===== src/rtl/osc_pkg.sv =====
// osc_pkg: shared types and constants for the sawtooth voice scheduler.
package osc_pkg;
  typedef enum logic {IDLE, SWEEP} sched_state_t;
  localparam int DEF_PHASE_W = 32;
  localparam logic [DEF_PHASE_W-1:0] SAW_MSB_MASK = 32'h8000_0000;
  typedef struct packed {
    logic                   gate;
    logic [DEF_PHASE_W-1:0] incr;
  } voice_cfg_t;
endpackage


===== src/rtl/osc_voice_regfile.sv =====
// osc_voice_regfile: per-voice gate/incr/phase storage with one read, one write-back and one cfg port.
module osc_voice_regfile
  import osc_pkg::*;
#(
  parameter  int NUM_VOICES = 8,
  parameter  int PHASE_W    = DEF_PHASE_W,
  localparam int IDX_W      = $clog2(NUM_VOICES)
) (
  input  logic               clk_in,
  input  logic               rst_n_in,
  input  logic [IDX_W-1:0]   rd_idx_in,
  output voice_cfg_t         rd_cfg_out,
  output logic [PHASE_W-1:0] rd_phase_out,
  input  logic               wb_en_in,
  input  logic [IDX_W-1:0]   wb_idx_in,
  input  logic [PHASE_W-1:0] wb_phase_in,
  input  logic               cfg_en_in,
  input  logic [IDX_W-1:0]   cfg_idx_in,
  input  voice_cfg_t         cfg_data_in,
  input  logic               cfg_reset_phase_in
);
  voice_cfg_t         r_cfg   [NUM_VOICES];
  logic [PHASE_W-1:0] r_phase [NUM_VOICES];
  logic               w_cfg_hit;

  assign rd_cfg_out   = r_cfg[rd_idx_in];
  assign rd_phase_out = r_phase[rd_idx_in];
  // out-of-range voices complete the handshake but store nothing
  assign w_cfg_hit    = cfg_en_in && (int'(cfg_idx_in) < NUM_VOICES);

  always_ff @(posedge clk_in or negedge rst_n_in) begin
    if (!rst_n_in) begin
      for (int i = 0; i < NUM_VOICES; i++) begin
        r_cfg[i]   <= '0;
        r_phase[i] <= '0;
      end
    end else begin
      if (wb_en_in) r_phase[wb_idx_in] <= wb_phase_in;
      if (w_cfg_hit) begin
        r_cfg[cfg_idx_in] <= cfg_data_in;
        if (cfg_reset_phase_in) r_phase[cfg_idx_in] <= '0;
      end
    end
  end
endmodule


===== src/rtl/osc_voice_scheduler.sv =====
// osc_voice_scheduler: sweeps all voices through one shared phase accumulator per sample tick,
// emitting a tagged signed sawtooth sample per voice.
module osc_voice_scheduler
  import osc_pkg::*;
#(
  parameter  int NUM_VOICES = 8,
  parameter  int PHASE_W    = DEF_PHASE_W,
  localparam int IDX_W      = $clog2(NUM_VOICES)
) (
  input  logic                      clk_in,
  input  logic                      rst_n_in,
  input  logic                      sample_tick_in,
  input  logic                      cfg_valid_in,
  output logic                      cfg_ready_out,
  input  logic [IDX_W-1:0]          cfg_voice_in,
  input  logic                      cfg_gate_in,
  input  logic [PHASE_W-1:0]        cfg_incr_in,
  input  logic                      cfg_reset_phase_in,
  output logic                      amp_valid_out,
  output logic [IDX_W-1:0]          amp_voice_out,
  output logic signed [PHASE_W-1:0] amp_out,
  output logic                      amp_gate_out,
  output logic                      frame_done_out,
  output logic                      busy_out,
  output logic                      overrun_out
);
  sched_state_t              r_state;
  logic [IDX_W-1:0]          r_idx;
  logic                      r_amp_valid, r_amp_gate, r_frame_done, r_overrun;
  logic [IDX_W-1:0]          r_amp_voice;
  logic signed [PHASE_W-1:0] r_amp;
  voice_cfg_t                w_cfg;
  logic [PHASE_W-1:0]        w_phase, w_saw;
  logic                      w_sweep, w_last, w_gated;

  assign w_sweep = (r_state == SWEEP);
  assign w_last  = (r_idx == IDX_W'(NUM_VOICES - 1));
  assign w_gated = w_sweep & w_cfg.gate;
  // flipping the MSB maps the unsigned phase ramp onto a zero-centred signed saw
  assign w_saw   = {~w_phase[PHASE_W-1], w_phase[PHASE_W-2:0]};

  osc_voice_regfile #(.NUM_VOICES(NUM_VOICES), .PHASE_W(PHASE_W)) u_regfile (
    .clk_in             (clk_in),
    .rst_n_in           (rst_n_in),
    .rd_idx_in          (r_idx),
    .rd_cfg_out         (w_cfg),
    .rd_phase_out       (w_phase),
    .wb_en_in           (w_gated),
    .wb_idx_in          (r_idx),
    .wb_phase_in        (w_phase + PHASE_W'(w_cfg.incr)),
    .cfg_en_in          (cfg_valid_in & ~w_sweep),
    .cfg_idx_in         (cfg_voice_in),
    .cfg_data_in        ('{gate: cfg_gate_in, incr: DEF_PHASE_W'(cfg_incr_in)}),
    .cfg_reset_phase_in (cfg_reset_phase_in)
  );

  always_ff @(posedge clk_in or negedge rst_n_in) begin
    if (!rst_n_in) begin
      r_state      <= IDLE;
      r_idx        <= '0;
      r_amp_valid  <= 1'b0;
      r_amp_voice  <= '0;
      r_amp        <= '0;
      r_amp_gate   <= 1'b0;
      r_frame_done <= 1'b0;
      r_overrun    <= 1'b0;
    end else begin
      r_amp_valid  <= w_sweep;
      r_amp_voice  <= w_sweep ? r_idx : '0;
      r_amp        <= w_gated ? w_saw : '0;
      r_amp_gate   <= w_gated;
      r_frame_done <= w_sweep & w_last;
      r_overrun    <= r_overrun | (w_sweep & sample_tick_in);
      if (!w_sweep) begin
        r_state <= sample_tick_in ? SWEEP : IDLE;
        r_idx   <= '0;
      end else begin
        r_state <= w_last ? IDLE : SWEEP;
        r_idx   <= r_idx + 1'b1;
      end
    end
  end

  assign cfg_ready_out  = ~w_sweep;
  assign busy_out       = w_sweep;
  assign amp_valid_out  = r_amp_valid;
  assign amp_voice_out  = r_amp_voice;
  assign amp_out        = r_amp;
  assign amp_gate_out   = r_amp_gate;
  assign frame_done_out = r_frame_done;
  assign overrun_out    = r_overrun;
endmodule


===== config.mk =====
export PLATFORM = sky130hd
export DESIGN_NAME = osc_voice_scheduler
export DESIGN_NICKNAME = d
export VERILOG_FILES = /design/src/rtl/osc_pkg.sv /design/src/rtl/osc_voice_regfile.sv /design/src/rtl/osc_voice_scheduler.sv
export SDC_FILE = /design/constraint.sdc
export NUM_CORES = 1
export LEC_CHECK = 0
export BUFFER_PORTS_ARGS = -buffer_cell sky130_fd_sc_hd__buf_2
export CELL_PAD_IN_SITES_DETAIL_PLACEMENT = 1
export CELL_PAD_IN_SITES_GLOBAL_PLACEMENT = 1
export CORE_MARGIN = 2
export CORE_UTILIZATION = 45
export CTS_CLUSTER_DIAMETER = 60
export DETAILED_ROUTE_END_ITERATION = 8
export GPL_ROUTABILITY_DRIVEN = 1
export PLACE_DENSITY = 0.76
export SLEW_MARGIN = 30
export SYNTH_ARGS = -nofsm -noshare
export SYNTH_HDL_FRONTEND = slang
export SYNTH_SLANG_ARGS = --single-unit

===== constraint.sdc =====
create_clock -name clk_in -period 6.18 [get_ports clk_in]
set_input_delay 0.927 -clock clk_in [delete_from_list [all_inputs] [get_ports clk_in]]
set_output_delay 0.927 -clock clk_in [all_outputs]
set_load 0.02 [all_outputs]

Word level (Yosys, flattened, before mapping)
Index checks and enable logic that the tools add are counted.
{"block": "classes", "addsub": 2, "n_lt_le_gt_ge": 4, "n_eq_ne": 1, "mux": 23, "bitwise_logic": 11, "reduce_logical": 2}
{"cell": "$mux W256", "n": 3}
{"cell": "$bwmux W264", "n": 1}
{"cell": "$and A256 B256 Y256", "n": 1}
{"cell": "$bwmux W256", "n": 1}
{"cell": "$not A256 Y256", "n": 1}
{"cell": "$demux W32 S3", "n": 2}
{"cell": "$mux W32", "n": 5}
{"cell": "$bmux W33 S3", "n": 1}
{"cell": "$demux W33 S3", "n": 1}
{"cell": "$mux W33", "n": 3}
{"cell": "$bmux W32 S3", "n": 1}
{"cell": "$add A32 B32 Y32", "n": 1}
{"cell": "$ge A4 B4 Y1 const B", "n": 2}
{"cell": "$lt A4 B1 Y1 const B", "n": 2}
{"cell": "$not A3 Y4", "n": 2}
{"cell": "$mux W3", "n": 2}
{"cell": "$and A1 B1 Y1", "n": 4}
{"cell": "$add A3 B1 Y3 const B", "n": 1}
{"cell": "$eq A3 B3 Y1 const B", "n": 1}
{"cell": "$mux W1", "n": 3}
{"cell": "$logic_and A1 B1 Y1", "n": 2}
{"cell": "$not A1 Y1", "n": 2}
{"cell": "$or A1 B1 Y1", "n": 1}
{"block": "totals", "regBits": 563, "in_bits": 41, "out_inout_bits": 41, "elab_cells": 75}

Depth between registers and ports, before layout
{"block": "logic_depth", "word_depth": 10, "mapped_depth": 18, "mapped_depth_nobuf": 14}

Hierarchy
A second synthesis with hierarchy kept.
{"block": "unflattened", "cells_unflattened": 2300, "area_unflattened_um2": 27476.4}
{"mod": "osc_voice_regfile", "instances": 1, "cells_each": 1971, "area_per_inst_um2": 24354.6}
{"mod": "osc_voice_scheduler", "instances": 1, "cells_each": 329, "area_per_inst_um2": 3121.7}

Worst setup path before layout
Ideal clock, no wire load.
{"block": "synth_path", "path_kind": "register to register", "startpoint": "register r_idx[2]", "endpoint": "register u_regfile.r_phase[214] (netlist bit)", "arrival_time_ns": 4.338, "t_required_ns": 6.056, "slack_ns": 1.718, "path_stages_with_launch": 18, "synth_period_minus_slack_ns": 4.462, "path_cell_list": "dfrtp_1 > buf_2 > buf_2 > buf_1 > mux2_2 > a221o_1 > a222oi_1 > inv_1 > ha_1 > buf_2 > a21o_1 > o221ai_1 > a211o_1 > a21oi_1 > o21a_1 > buf_2 > nor3_1 > a211o_1"}
{"block": "synth_between", "elab_chain_len": 10}
{"item": "start: declaration", "line": "osc_voice_scheduler.sv:28", "source": "logic [IDX_W-1:0] r_idx;"}
{"item": "start signal: assignment", "line": "osc_voice_scheduler.sv:79", "source": "r_idx <= r_idx + 1'b1;"}
{"item": "$not A3 Y4 (not written as such) *", "line": "osc_voice_regfile.sv:26, osc_voice_regfile.sv:27, osc_voice_regfile.sv:38"}
{"item": "$bmux W32 S3, or another cell as far along", "line": "osc_voice_regfile.sv:27", "source": "assign rd_phase_out = r_phase[rd_idx_in];"}
{"item": "$mux W32 (not written as such), or another cell as far along (2 in a row)", "line": "osc_voice_regfile.sv:27"}
{"item": "$add A32 B32 Y32 / $demux W32 S3 (equally long branches)", "line": "osc_voice_scheduler.sv:50, osc_voice_regfile.sv:38"}
{"item": "$bwmux W256", "line": "osc_voice_regfile.sv:38", "source": "if (wb_en_in) r_phase[wb_idx_in] <= wb_phase_in;"}
{"item": "$mux W256 *", "line": "osc_voice_regfile.sv:38"}
{"item": "$and A256 B256 Y256 (no line)"}
{"item": "$mux W256", "line": "osc_voice_regfile.sv:41", "source": "if (cfg_reset_phase_in) r_phase[cfg_idx_in] <= '0;"}
{"item": "$mux W256 *", "line": "osc_voice_regfile.sv:39", "source": "if (w_cfg_hit) begin"}
{"item": "end signal: indexed assignment", "line": "osc_voice_regfile.sv:38"}
{"item": "end: declaration", "line": "osc_voice_regfile.sv:23", "source": "logic [PHASE_W-1:0] r_phase [NUM_VOICES];"}
Mark *: on every way between the ends. The rest lies on a longest branch, timed or not. The select of a mux whose other input is x is not followed.
A chain may end at the register's enable or synchronous reset.

Final worst setup path
{"block": "layout_path", "startpoint": "register r_idx[1]", "endpoint": "register u_regfile.r_phase[54] (netlist bit)"}
The elaborated chain is that of the path after synthesis.

==> summary.md <==
| Metric | Value |
|---|---|
| Setup TNS Final | `0 ns` |
| Area growth syn-to-layout | `12.6%` |
| Global route total overflow | `0` |
| Startpoint types | `flip-flop` |
| Worst EP required | `6.68 ns` |
| Ys async rst share | `100%` |
| Total CTS buffers | `67` |
| Worst Path Max Fanout | `24` |
| Routability cong. | `0.904` |
| # IOs | `82` |
| Post-synth EDFFs | `0` |
| Max H-tree Level | `3` |
| Post-synth cell types | `73` |
| FP Rows | `90` |
| Layout fillers | `6711` |
| DR iter-0 viols | `2479` |
| Placed cell areas | `28700 µm²` |
| DR WL met2 | `49800 µm` |
| Post-DP HPWL | `63100 µm` |
| Synth Warn # | `0` |
| Worst skew pair latency | `0.61 ns` |
| Initial antenna violation count | `4` |
| Status | `finished, final reports clean` |
| Max Freq | `180 MHz` |
| Avg Synthesized Cell Area | `9.74 µm²` |
| Relative slew slack | `26.9%` |
| #FFs+latches synth | `563` |
| Crit path kind | `reg2reg` |
| CTS tree | `done` |
| Via count | `23791` |
| # hold bufs at CTS | `0` |
| Die Ht | `251 µm` |
| Fin. Hold Viols | `0` |
| Largest net degree at the start of global routing | `180` |
| Port Buffers | `81` |
| Ranking of synthesized cells by area | `dfrtp_1 (51%), nand2_1 (8.9%), mux2_2 (8.2%)` |
| Worst-Margin Slew | `1.09 ns` |
| Routed len/inst | `28.4 µm` |
| Proportion of synthesized area in mux cells | `10.5%` |
| Tcrit/Tclk final | `89.9%` |
| Inst Count DP | `3528` |
| Final core occ | `51.2%` |
| Synthesized net count | `2895` |
| Max-cap viol count | `0` |
| Ys flop type | `dfrtp_1` |
| Cells after Synth | `2820` |
| RSZ-0062 raised after global routing | `no` |
| Clock Sink Count | `563` |
| Die width | `251 µm` |
| Nature of the critical path endpoint | `flip-flop` |
| Area of the die | `63000 µm²` |
| Layout Cells excl Fill | `3643` |
| Drt drc | `0` |
| DRT Wirelength | `103000 µm` |
| Synth area leader | `dfrtp_1` |
| Final setup fails | `0` |
| Complex-gate fraction of the synthesized area | `14.8%` |
| Clock Path Buffers | `3` |
| XOR/XNOR Fraction of Synth Area | `0.574%` |
| Min-delay worst type | `in2async` |
| GRT Overall Usage | `33.0%` |
| Wl on met1 | `40900 µm` |
| Core box area | `60400 µm²` |
| Share of the synthesized area in the top cell type | `51.3%` |
| Setup bufs post-CTS | `0` |
| Detail Route Antenna Nets | `0` |
| Worst Skew | `0.0225 ns` |
| Routed vias/inst | `6.53` |
| Adder-Cell Fraction of Synth Area | `1.58%` |
| Largest family of logic cells by synthesized area | `simple AND/OR/NAND/NOR gates` |
| Syn Std Cell Area | `27500 µm²` |
| Critical Path AT | `6.05 ns` |
| Post-cts resize count | `0` |
| Clock Root Buffer | `clkbuf_16` |
| Metal3 WL | `8050 µm` |
| DR pass1 iterations | `6` |
| CTS clock-pin slew for the worst setup and hold paths | `0.06 ns` |
| Simple-gate share of the synthesized area | `17.5%` |
| Share of layout cells above drive strength 1 | `18.6%` |
| Design area | `30900 µm²` |
| Min Tclk post-route | `5.56 ns` |
| Vias in the first global route | `25428` |
| Seq/Total Area, Yosys | `51.3%` |
| Global-route wire length before repair | `158000 µm` |
| Initial Utilization | `45.5%` |
| Layout net count | `2891` |
| Max Used Layer | `met5` |
| Pins Over Slew Limit | `0` |
[kinds of logic (layout without fill, tap and decap cells)]
group / Yosys count / in the layout
flip-flops: 563 / 563
AND/OR/NAND/NOR: 1093 / 1093
multiplexers: 242 / 242
other: 0 / 1
AO/OA/AOI/OAI: 623 / 623
adder cells (fa/ha/maj): 34 / 34
XOR/XNOR: 18 / 18
buffers and inverters: 247 / 287
[registers in the layout, summed over array words and instances (netlist names)]
register	count
u_regfile.r_phase	256
amp_out	32
amp_voice_out	3
overrun_out	1
r_idx	3
frame_done_out	1
u_regfile.r_cfg	264
amp_gate_out	1
amp_valid_out	1
busy_out	1
[Yosys cell counts, drive strengths merged (3+ instances only)]
master	n
mux2i	27
o41ai	4
a221oi	41
xor2	10
a22o	23
mux2	199
nor2b	20
and2	21
o21a	8
or3	10
nand4	29
a21oi	202
o22ai	3
nand2	650
a222oi	4
o211ai	5
o221ai	5
clkbuf	155
nor4	30
mux4	16
a211oi	24
a22oi	104
inv	12
a221o	15
a2111oi	3
a21o	8
a211o	8
dfrtp	563
xnor2	8
buf	79
nor2	83
or4	16
o21ai	111
and3	15
nand3	158
ha	33
or2	5
nor3b	4
nor3	36
nand2b	12
a31oi	44
[layout make-up]
type,count,area (µm²),share of cell area [%]
Inverter,13,48.8,0.158
Sequential cell,563,14100,45.6
Timing Repair Buffer,161,1120,3.62
Multi-Input combinational cell,2010,12500,40.6
Clock inverter,7,70.1,0.227
Clock buffer,106,2050,6.63
Tap cell,782,978,3.16
Antenna cell,1,2.50,0.00809
[cell usage in the layout, fill, tap and decap left out, types with 16 or more instances in the layout]
cell,n
o21ai_0,103
ha_1,33
and2_1,19
mux2_2,199
nand3_1,158
mux4_2,16
clkbuf_16,73
nand4_1,29
or4_1,16
dfrtp_1,560
a31oi_1,43
a22o_1,23
nor4_1,30
buf_2,80
a211oi_1,24
a221oi_1,41
nor3_1,24
a21oi_1,201
a22oi_1,104
nand2_1,650
clkbuf_1,23
buf_4,71
nor2_1,70
mux2i_1,27
[worst paths after layout]
kind	startpoint	end	slack (ns)	depth (start not counted)
max in group asynchronous	rst_n_in	u_regfile.r_cfg[69]	4.36	3
worst max register to register	r_idx[1]	u_regfile.r_phase[54]	0.62	13
worst max-delay path	r_idx[1]	u_regfile.r_phase[54]	0.62	13
worst min register to register	u_regfile.r_cfg[213]	u_regfile.r_cfg[213]	0.47	2
min in group clk_in	u_regfile.r_cfg[213]	u_regfile.r_cfg[213]	0.47	2
worst min-delay path	rst_n_in	u_regfile.r_phase[54]	0.36	1
[per-stage QoR]
stage,setup WS [ns],hold WS (ns)
after floorplan,1.72,0.438
after global placement,0.954,0.433
after detailed placement,0.812,0.459
after CTS,0.793,0.373
after global routing,0.464,0.406
final,0.625,0.363
[layer usage]
layer	track usage, %	up-vias
li1	-	10024
met1	42.6	12365
met2	54.4	1091
met3	6.01	305
met4	14.7	6
met5	0	-
[critical path, stage by stage, from the launching register on]
cell and delay (ns):
dfrtp_2 0.64, buf_4 0.36, and2_1 0.33, a221o_1 0.41, a222oi_1 0.66, inv_1 0.14, ha_1 0.47, a21o_1 0.26
o221ai_1 0.25, a211o_1 0.36, a21oi_1 0.45, o21a_1 0.62, nor3_1 0.16, a211o_1 0.30
Power is left out: the tool's default activity adds up to more than one toggle a clock period on the data nets, which glitch-free logic cannot reach.
